### config.mk
export PLATFORM = sky130hd
export DESIGN_NAME = ucie_ctl_csr_regfile
export DESIGN_NICKNAME = d
export VERILOG_FILES = /design/src/rtl/ucie_ctl_csr_pkg.sv /design/src/rtl/ucie_ctl_csr_retrain_ctl.sv /design/src/rtl/ucie_ctl_csr_regfile.sv
export SDC_FILE = /design/constraint.sdc
export NUM_CORES = 1
export LEC_CHECK = 0
export BUFFER_PORTS_ARGS = -buffer_cell sky130_fd_sc_hd__buf_2
export CAP_MARGIN = 15
export CORE_MARGIN = 2
export CORE_UTILIZATION = 45
export DETAILED_ROUTE_END_ITERATION = 8
export PLACE_DENSITY = 0.75
export SYNTH_ARGS = -nofsm -noshare
export SYNTH_HDL_FRONTEND = slang
export SYNTH_SLANG_ARGS = --single-unit
### constraint.sdc
create_clock -name i_clk -period 3.7 [get_ports i_clk]
set_input_delay 0.74 -clock i_clk [delete_from_list [all_inputs] [get_ports i_clk]]
set_output_delay 0.74 -clock i_clk [all_outputs]
set_load 0.01 [all_outputs]
### src/rtl/ucie_ctl_csr_pkg.sv
// Shared constants for the UCIe adapter CSR register file: address map, reset values, retrain FSM encoding.
// Optional CORR_CNT register at 0x1C is mapped only when UCIE_CSR_ERR_CNT_EN is defined.
package ucie_ctl_csr_pkg;

  localparam logic [7:0] ADDR_ADVCAP     = 8'h00;
  localparam logic [7:0] ADDR_LINK_CTRL  = 8'h04;
  localparam logic [7:0] ADDR_LINK_STS   = 8'h08;
  localparam logic [7:0] ADDR_UNCORR_STS = 8'h0C;
  localparam logic [7:0] ADDR_CORR_STS   = 8'h10;
  localparam logic [7:0] ADDR_HDR_LOG    = 8'h14;
  localparam logic [7:0] ADDR_ERR_MASK   = 8'h18;
  localparam logic [7:0] ADDR_CORR_CNT   = 8'h1C;

  localparam logic [31:0] ADVCAP_RST_DEF = 32'h0000_0001;
  localparam logic [31:0] ERR_MASK_RST   = 32'hFFFF_FFFF;

  localparam int RETRAIN_BIT = 0;
  localparam int TO_BIT      = 31;

  typedef enum logic [1:0] {
    RT_IDLE      = 2'd0,
    RT_REQ       = 2'd1,
    RT_WAIT_EXIT = 2'd2
  } rt_state_e;

  function automatic logic is_mapped(input logic [7:0] a);
    logic m;
    m = (a == ADDR_ADVCAP) || (a == ADDR_LINK_CTRL) || (a == ADDR_LINK_STS) ||
        (a == ADDR_UNCORR_STS) || (a == ADDR_CORR_STS) || (a == ADDR_HDR_LOG) ||
        (a == ADDR_ERR_MASK);
`ifdef UCIE_CSR_ERR_CNT_EN
    m = m || (a == ADDR_CORR_CNT);
`endif
    return m;
  endfunction

  function automatic logic is_host_ro(input logic [7:0] a);
    return (a == ADDR_LINK_STS) || (a == ADDR_HDR_LOG);
  endfunction

endpackage

### src/rtl/ucie_ctl_csr_retrain_ctl.sv
// Retrain request handshake: holds the request until the controller acks or the timeout expires.
module ucie_ctl_csr_retrain_ctl
  import ucie_ctl_csr_pkg::*;
#(
  parameter int RETRAIN_TIMEOUT = 1024,
  parameter int TO_W            = 11
) (
  input  logic i_clk,
  input  logic i_rst,
  input  logic i_start,
  input  logic i_ack,
  output logic o_req,
  output logic o_timeout
);

  localparam logic [TO_W-1:0] TO_LAST = TO_W'(RETRAIN_TIMEOUT - 1);

  rt_state_e       r_state, w_state_nxt;
  logic [TO_W-1:0] r_cnt, w_cnt_nxt;

  always_ff @(posedge i_clk) begin
    if (i_rst) begin
      r_state <= RT_IDLE;
      r_cnt   <= '0;
    end else begin
      r_state <= w_state_nxt;
      r_cnt   <= w_cnt_nxt;
    end
  end

  always_comb begin
    w_state_nxt = r_state;
    w_cnt_nxt   = r_cnt;
    o_timeout   = 1'b0;
    case (r_state)
      RT_IDLE: begin
        if (i_start) begin
          w_state_nxt = RT_REQ;
          w_cnt_nxt   = '0;
        end
      end
      RT_REQ: begin
        // Ack takes priority over a timeout landing in the same cycle.
        if (i_ack) begin
          w_state_nxt = RT_WAIT_EXIT;
        end else if (r_cnt == TO_LAST) begin
          w_state_nxt = RT_IDLE;
          o_timeout   = 1'b1;
        end else begin
          w_cnt_nxt = r_cnt + 1'b1;
        end
      end
      RT_WAIT_EXIT: begin
        if (!i_ack) w_state_nxt = RT_IDLE;
      end
      default: w_state_nxt = RT_IDLE;
    endcase
  end

  assign o_req = (r_state == RT_REQ);

endmodule

### src/rtl/ucie_ctl_csr_regfile.sv
// UCIe adapter CSR register file: logging write port, host RW/RW1C port, irq and retrain handshake.
// Define UCIE_CSR_ERR_CNT_EN to add the 16-bit saturating CORR_CNT register at 0x1C.
module ucie_ctl_csr_regfile
  import ucie_ctl_csr_pkg::*;
#(
  parameter logic [31:0] ADVCAP_RST      = ADVCAP_RST_DEF,
  parameter int          RETRAIN_TIMEOUT = 1024,
  parameter int          TO_W            = 11
) (
  input  logic        i_clk,
  input  logic        i_rst,
  input  logic        i_csr_wr,
  input  logic [7:0]  i_csr_addr,
  input  logic [31:0] i_csr_wdata,
  input  logic        i_retrain_ack,
  input  logic        i_host_wr,
  input  logic        i_host_rd,
  input  logic [7:0]  i_host_addr,
  input  logic [31:0] i_host_wdata,
  output logic [31:0] o_host_rdata,
  output logic        o_host_rvalid,
  output logic        o_host_err,
  output logic [31:0] o_csr_ADVCAP,
  output logic        o_csr_UCIe_Link_Control_Retrain,
  output logic        o_irq
);

  logic [31:0] r_advcap, r_link_sts, r_uncorr, r_corr, r_hdr_log, r_err_mask;
  logic [31:1] r_link_scratch;
  logic [31:0] r_rdata;
  logic        r_rvalid, r_err, r_irq;

  logic        w_hwr, w_hrd, w_conflict, w_mapped, w_ro, w_wr_ok, w_err;
  logic        w_we_advcap, w_we_link, w_we_uncorr, w_we_corr, w_we_mask;
  logic        w_lw_link_sts, w_lw_uncorr, w_lw_corr, w_lw_hdr;
  logic        w_req, w_timeout, w_rt_start;
  logic [31:0] w_to_set, w_uncorr_nxt, w_corr_nxt, w_rdata;

  // Simultaneous read and write is an error and neither side is performed.
  assign w_conflict = i_host_wr & i_host_rd;
  assign w_hwr      = i_host_wr & ~i_host_rd;
  assign w_hrd      = i_host_rd & ~i_host_wr;
  assign w_mapped   = is_mapped(i_host_addr);
  assign w_ro       = is_host_ro(i_host_addr);
  assign w_wr_ok    = w_hwr & w_mapped & ~w_ro;
  assign w_err      = w_conflict | (w_hwr & (~w_mapped | w_ro)) | (w_hrd & ~w_mapped);

  assign w_we_advcap = w_wr_ok & (i_host_addr == ADDR_ADVCAP);
  assign w_we_link   = w_wr_ok & (i_host_addr == ADDR_LINK_CTRL);
  assign w_we_uncorr = w_wr_ok & (i_host_addr == ADDR_UNCORR_STS);
  assign w_we_corr   = w_wr_ok & (i_host_addr == ADDR_CORR_STS);
  assign w_we_mask   = w_wr_ok & (i_host_addr == ADDR_ERR_MASK);

  assign w_lw_link_sts = i_csr_wr & (i_csr_addr == ADDR_LINK_STS);
  assign w_lw_uncorr   = i_csr_wr & (i_csr_addr == ADDR_UNCORR_STS);
  assign w_lw_corr     = i_csr_wr & (i_csr_addr == ADDR_CORR_STS);
  assign w_lw_hdr      = i_csr_wr & (i_csr_addr == ADDR_HDR_LOG);

  assign w_rt_start = w_we_link & i_host_wdata[RETRAIN_BIT];

  ucie_ctl_csr_retrain_ctl #(
    .RETRAIN_TIMEOUT(RETRAIN_TIMEOUT),
    .TO_W           (TO_W)
  ) u_retrain (
    .i_clk    (i_clk),
    .i_rst    (i_rst),
    .i_start  (w_rt_start),
    .i_ack    (i_retrain_ack),
    .o_req    (w_req),
    .o_timeout(w_timeout)
  );

  always_comb begin
    w_to_set         = '0;
    w_to_set[TO_BIT] = w_timeout;
  end

  // Set sources are ORed in after the RW1C clear so a racing set survives.
  assign w_uncorr_nxt = (r_uncorr & ~(w_we_uncorr ? i_host_wdata : 32'h0))
                      | (w_lw_uncorr ? i_csr_wdata : 32'h0) | w_to_set;
  assign w_corr_nxt   = (r_corr & ~(w_we_corr ? i_host_wdata : 32'h0))
                      | (w_lw_corr ? i_csr_wdata : 32'h0);

`ifdef UCIE_CSR_ERR_CNT_EN
  logic [15:0] r_corr_cnt;
  logic        w_we_cnt;

  assign w_we_cnt = w_wr_ok & (i_host_addr == ADDR_CORR_CNT);

  always_ff @(posedge i_clk) begin
    if (i_rst)                                                     r_corr_cnt <= '0;
    else if (w_we_cnt)                                             r_corr_cnt <= '0;
    else if (w_lw_corr && (|i_csr_wdata) && (r_corr_cnt != 16'hFFFF)) r_corr_cnt <= r_corr_cnt + 16'd1;
  end
`endif

  always_comb begin
    w_rdata = '0;
    case (i_host_addr)
      ADDR_ADVCAP:     w_rdata = r_advcap;
      ADDR_LINK_CTRL:  w_rdata = {r_link_scratch, w_req};
      ADDR_LINK_STS:   w_rdata = r_link_sts;
      ADDR_UNCORR_STS: w_rdata = r_uncorr;
      ADDR_CORR_STS:   w_rdata = r_corr;
      ADDR_HDR_LOG:    w_rdata = r_hdr_log;
      ADDR_ERR_MASK:   w_rdata = r_err_mask;
`ifdef UCIE_CSR_ERR_CNT_EN
      ADDR_CORR_CNT:   w_rdata = {16'h0, r_corr_cnt};
`endif
      default:         w_rdata = '0;
    endcase
  end

  always_ff @(posedge i_clk) begin
    if (i_rst) begin
      r_advcap       <= ADVCAP_RST;
      r_link_scratch <= '0;
      r_link_sts     <= '0;
      r_uncorr       <= '0;
      r_corr         <= '0;
      r_hdr_log      <= '0;
      r_err_mask     <= ERR_MASK_RST;
      r_rdata        <= '0;
      r_rvalid       <= 1'b0;
      r_err          <= 1'b0;
      r_irq          <= 1'b0;
    end else begin
      if (w_we_advcap)   r_advcap       <= i_host_wdata;
      if (w_we_link)     r_link_scratch <= i_host_wdata[31:1];
      if (w_lw_link_sts) r_link_sts     <= i_csr_wdata;
      if (w_lw_hdr)      r_hdr_log      <= i_csr_wdata;
      if (w_we_mask)     r_err_mask     <= i_host_wdata;
      r_uncorr <= w_uncorr_nxt;
      r_corr   <= w_corr_nxt;
      r_rvalid <= w_hrd;
      if (w_hrd) r_rdata <= w_rdata;
      r_err    <= w_err;
      r_irq    <= |((r_uncorr | r_corr) & ~r_err_mask);
    end
  end

  assign o_host_rdata                    = r_rdata;
  assign o_host_rvalid                   = r_rvalid;
  assign o_host_err                      = r_err;
  assign o_csr_ADVCAP                    = r_advcap;
  assign o_csr_UCIe_Link_Control_Retrain = w_req;
  assign o_irq                           = r_irq;

endmodule
==> flow_summary_export.csv <==
group,metric,value,unit
clocking,worstSkewPairLatency,0.55,ns
floorplanning,dieArea,28500,um^2
run_status,status,"complete, no violations",
placed_design,io_buffers,153,
synthesis,synth_top_cell_area_share,44.4,%
critical_path,worstPathArrival,3.04,ns
critical_path,path_max_fanout,22,
synthesis,synthCells,1486,
synthesis,post-synth-top-area-cell,"dfxtp_1",
clocking,clockBufferDepth,3,
detailed_routing,wl,44.1,mm
clocking,clkTransAtPathRegs,0.06,ns
grt,antenna_found_initial,5,
finish,stdcell_count,1959,
clocking,cts_tree,"yes",
grt,grt_use_total,30.1,%
pwr,p_leak,5.16,nW
floorplanning,fp.dieW,169,um
clocking,cts-root-buf,"clkbuf_16",
sta,tns,0,ns
synthesis,yosysWarnings,0,
synthesis,syn_avg_cell_area,8.22,um^2
sta,fin_worst_hold_slack,0.447,ns
placed_design,postPlaceCellArea,13300,um^2
sta,slew_headroom,32.9,%
finish,drive_gt1_share,18.2,%
clocking,clkSinkCount,271,
sta,setup_ws,1.05,ns
finish,design_area,14300,um^2
sta,fin_crit,2.65,ns
finish,syn_to_final_growth,16.9,%
finish,fillers,2469,
sta,tightest_slew,1.01,ns
detailed_routing,antenna_left,0,
floorplanning,die_height,169,um
placed_design,place_inst,1904,
placed_design,dpl.hpwl,28.6,mm
synthesis,syn_area,12200,um^2
synthesis,yosysSeqAreaShare,44.4,%
sta,finalMaxSlewViolations,0,
detailed_routing,routedWlPerCell,22.5,um
synthesis,ys_seq_elements,271,
sta,hold_viol,0,
clocking,hold_buffers,0,
synthesis,synthArstFlopShare,0,%
sta,min_period_over_period,71.6,%
finish,nNetsFinal,1682,
detailed_routing,drt_iter0_drc,1760,
clocking,cts_resized,0,
placed_design,gp_congestion,0.930,
detailed_routing,vias,12303,
sta,setup_viol,0,
synthesis,synth.most_common_cell,"nand2_1",
floorplanning,ioPinCount,154,
synthesis,ys.flop_type,"dfxtp_1",
synthesis,synthTopCellsByArea,"dfxtp_1 44%, nand2_1 11%, a21oi_1 7.2%, clkbuf_1 2.7%, a32o_1 2.5%",
synthesis,netlist_top_cells_count,"360 x nand2_1, 271 x dfxtp_1, 175 x a21oi_1",
synthesis,syn_nets,1573,
critical_path,endpoint_kind,"flop",
clocking,cts_max_level,1,
detailed_routing,firstDrtPassIters,6,
grt,grt_max_degree,93,
grt,grt_pass1_vias,11917,
floorplanning,core_area,26800,um^2
sta,max_freq,377,MHz
sta,clock_skew,0.00855,ns
job,maxCapViolCount,0,
pwr,ir_drop,304,uV
finish,final_core_util,53.3,%
pwr,p_per_area,435,nW/um^2
synthesis,synth-edff-count,0,
grt,grt_pass1_wl,67.4,mm
synthesis,yosysUniqueCellTypes,59,
grt,grt_overflow,0,
detailed_routing,drc,0,
placed_design,place_ws,0.562,ns
critical_path,worstSetupStartpointType,"primary input",
floorplanning,rows,60,
sta,rsz0062_at_grt,"no",
clocking,postCtsSetupBuffers,0,
detailed_routing,vias_per_cell,6.28,
clocking,cts_buffers,29,
pwr,power,6.21,mW
min_path,hold_class,"reg2reg",
critical_path,cp.required,4.09,ns
critical_path,critical_path_class,"in2reg",
floorplanning,start_util,45.6,%
==> state kept, by name, indices dropped and copies added (netlist names), 31 cells and up <==
| signal | count |
|---|---|
| r_link_scratch | 31 |
| r_err_mask | 32 |
| r_link_sts | 32 |
| r_corr | 32 |
| r_uncorr | 32 |
| o_host_rdata | 32 |
| o_csr_ADVCAP | 32 |
| r_hdr_log | 32 |
==> report_power, final <==
group,leakage (nW),internal (mW),switching [mW]
Clock,0.468,1.75,1.21
Combinational,2.51,0.0943,0.241
Sequential,2.18,2.92,0.00227
==> cell type report <==
| class | count | area, um^2 | share of cell area (%) |
|---|---|---|---|
| Multi-Input combinational cell | 1055 | 6160 | 43.1 |
| Sequential cell | 271 | 5430 | 38.0 |
| Timing Repair Buffer | 203 | 1160 | 8.12 |
| Clock buffer | 42 | 865 | 6.05 |
| Tap cell | 341 | 427 | 2.99 |
| Inverter | 35 | 131 | 0.920 |
| Clock inverter | 8 | 101 | 0.710 |
| Antenna cell | 4 | 10.0 | 0.0701 |
==> final timing paths <==
check | cells after the start | startpoint | to | slack (ns)
max | 6 | i_host_addr[2] | o_csr_ADVCAP[21] | 1.05
min | 2 | u_retrain.r_cnt[10] | u_retrain.r_cnt[10] | 0.45
max reg2reg | 4 | r_corr[28] | o_irq | 1.73
min reg2reg | 2 | u_retrain.r_cnt[10] | u_retrain.r_cnt[10] | 0.45
==> cells by family (layout without fill, tap and decap cells) <==
| family | after synthesis | after routing | share of synthesized area (%) |
|---|---|---|---|
| compound gates | 441 | 441 | 24.4 |
| xor+xnor | 2 | 2 | 0.143 |
| fa+ha+maj | 1 | 1 | 0.102 |
| buf+inv | 160 | 288 | 5.47 |
| flops | 271 | 271 | 44.4 |
| mux | 55 | 55 | 4.86 |
| other cells | 0 | 4 | 0 |
| simple gates | 556 | 556 | 20.6 |
==> routing by layer <==
| layer | wire (um) | vias up | track usage (%) | share of wire (%) |
|---|---|---|---|---|
| met2 | 19300 | 804 | 46.2 | 44 |
| li1 | - | 5534 | - | - |
| met1 | 17600 | 5807 | 39.7 | 40 |
| met4 | 2070 | 2 | 15.0 | 4.7 |
| met3 | 5100 | 156 | 7.34 | 12 |
| met5 | 9 | - | 0 | 0.020 |
==> worst max-delay path, cell delays in order <==
cell and delay, ns:
buf_2 0.30, nor2_1 0.53, nand4b_1 0.84, buf_4 0.48
nand2_1 0.08, a21oi_1 0.06
==> layout by cell type (no fill, tap or decap), types with 5 or more instances in the layout <==
cell and n:
mux2i_1 30, o21ai_0 41, nor3b_1 5, nor4_1 7
o22ai_1 17, nand4_1 16, clkbuf_8 9, a21oi_1 174
dfxtp_1 271, nand2_1 360, o31ai_1 5, or4_1 5
buf_2 152, buf_4 49, nor2_1 39, a32o_1 31
o2bb2ai_1 20, a32oi_1 9, inv_1 34, and3_1 35
a22o_1 19, a22oi_1 25, nor3_1 9, a21o_1 32
a41oi_1 11, a211o_1 32, o211ai_1 10, nand3_1 42
clkbuf_16 29, nor2b_1 5, mux2_2 24
No activity file was read; power rests on OpenSTA's default activity.
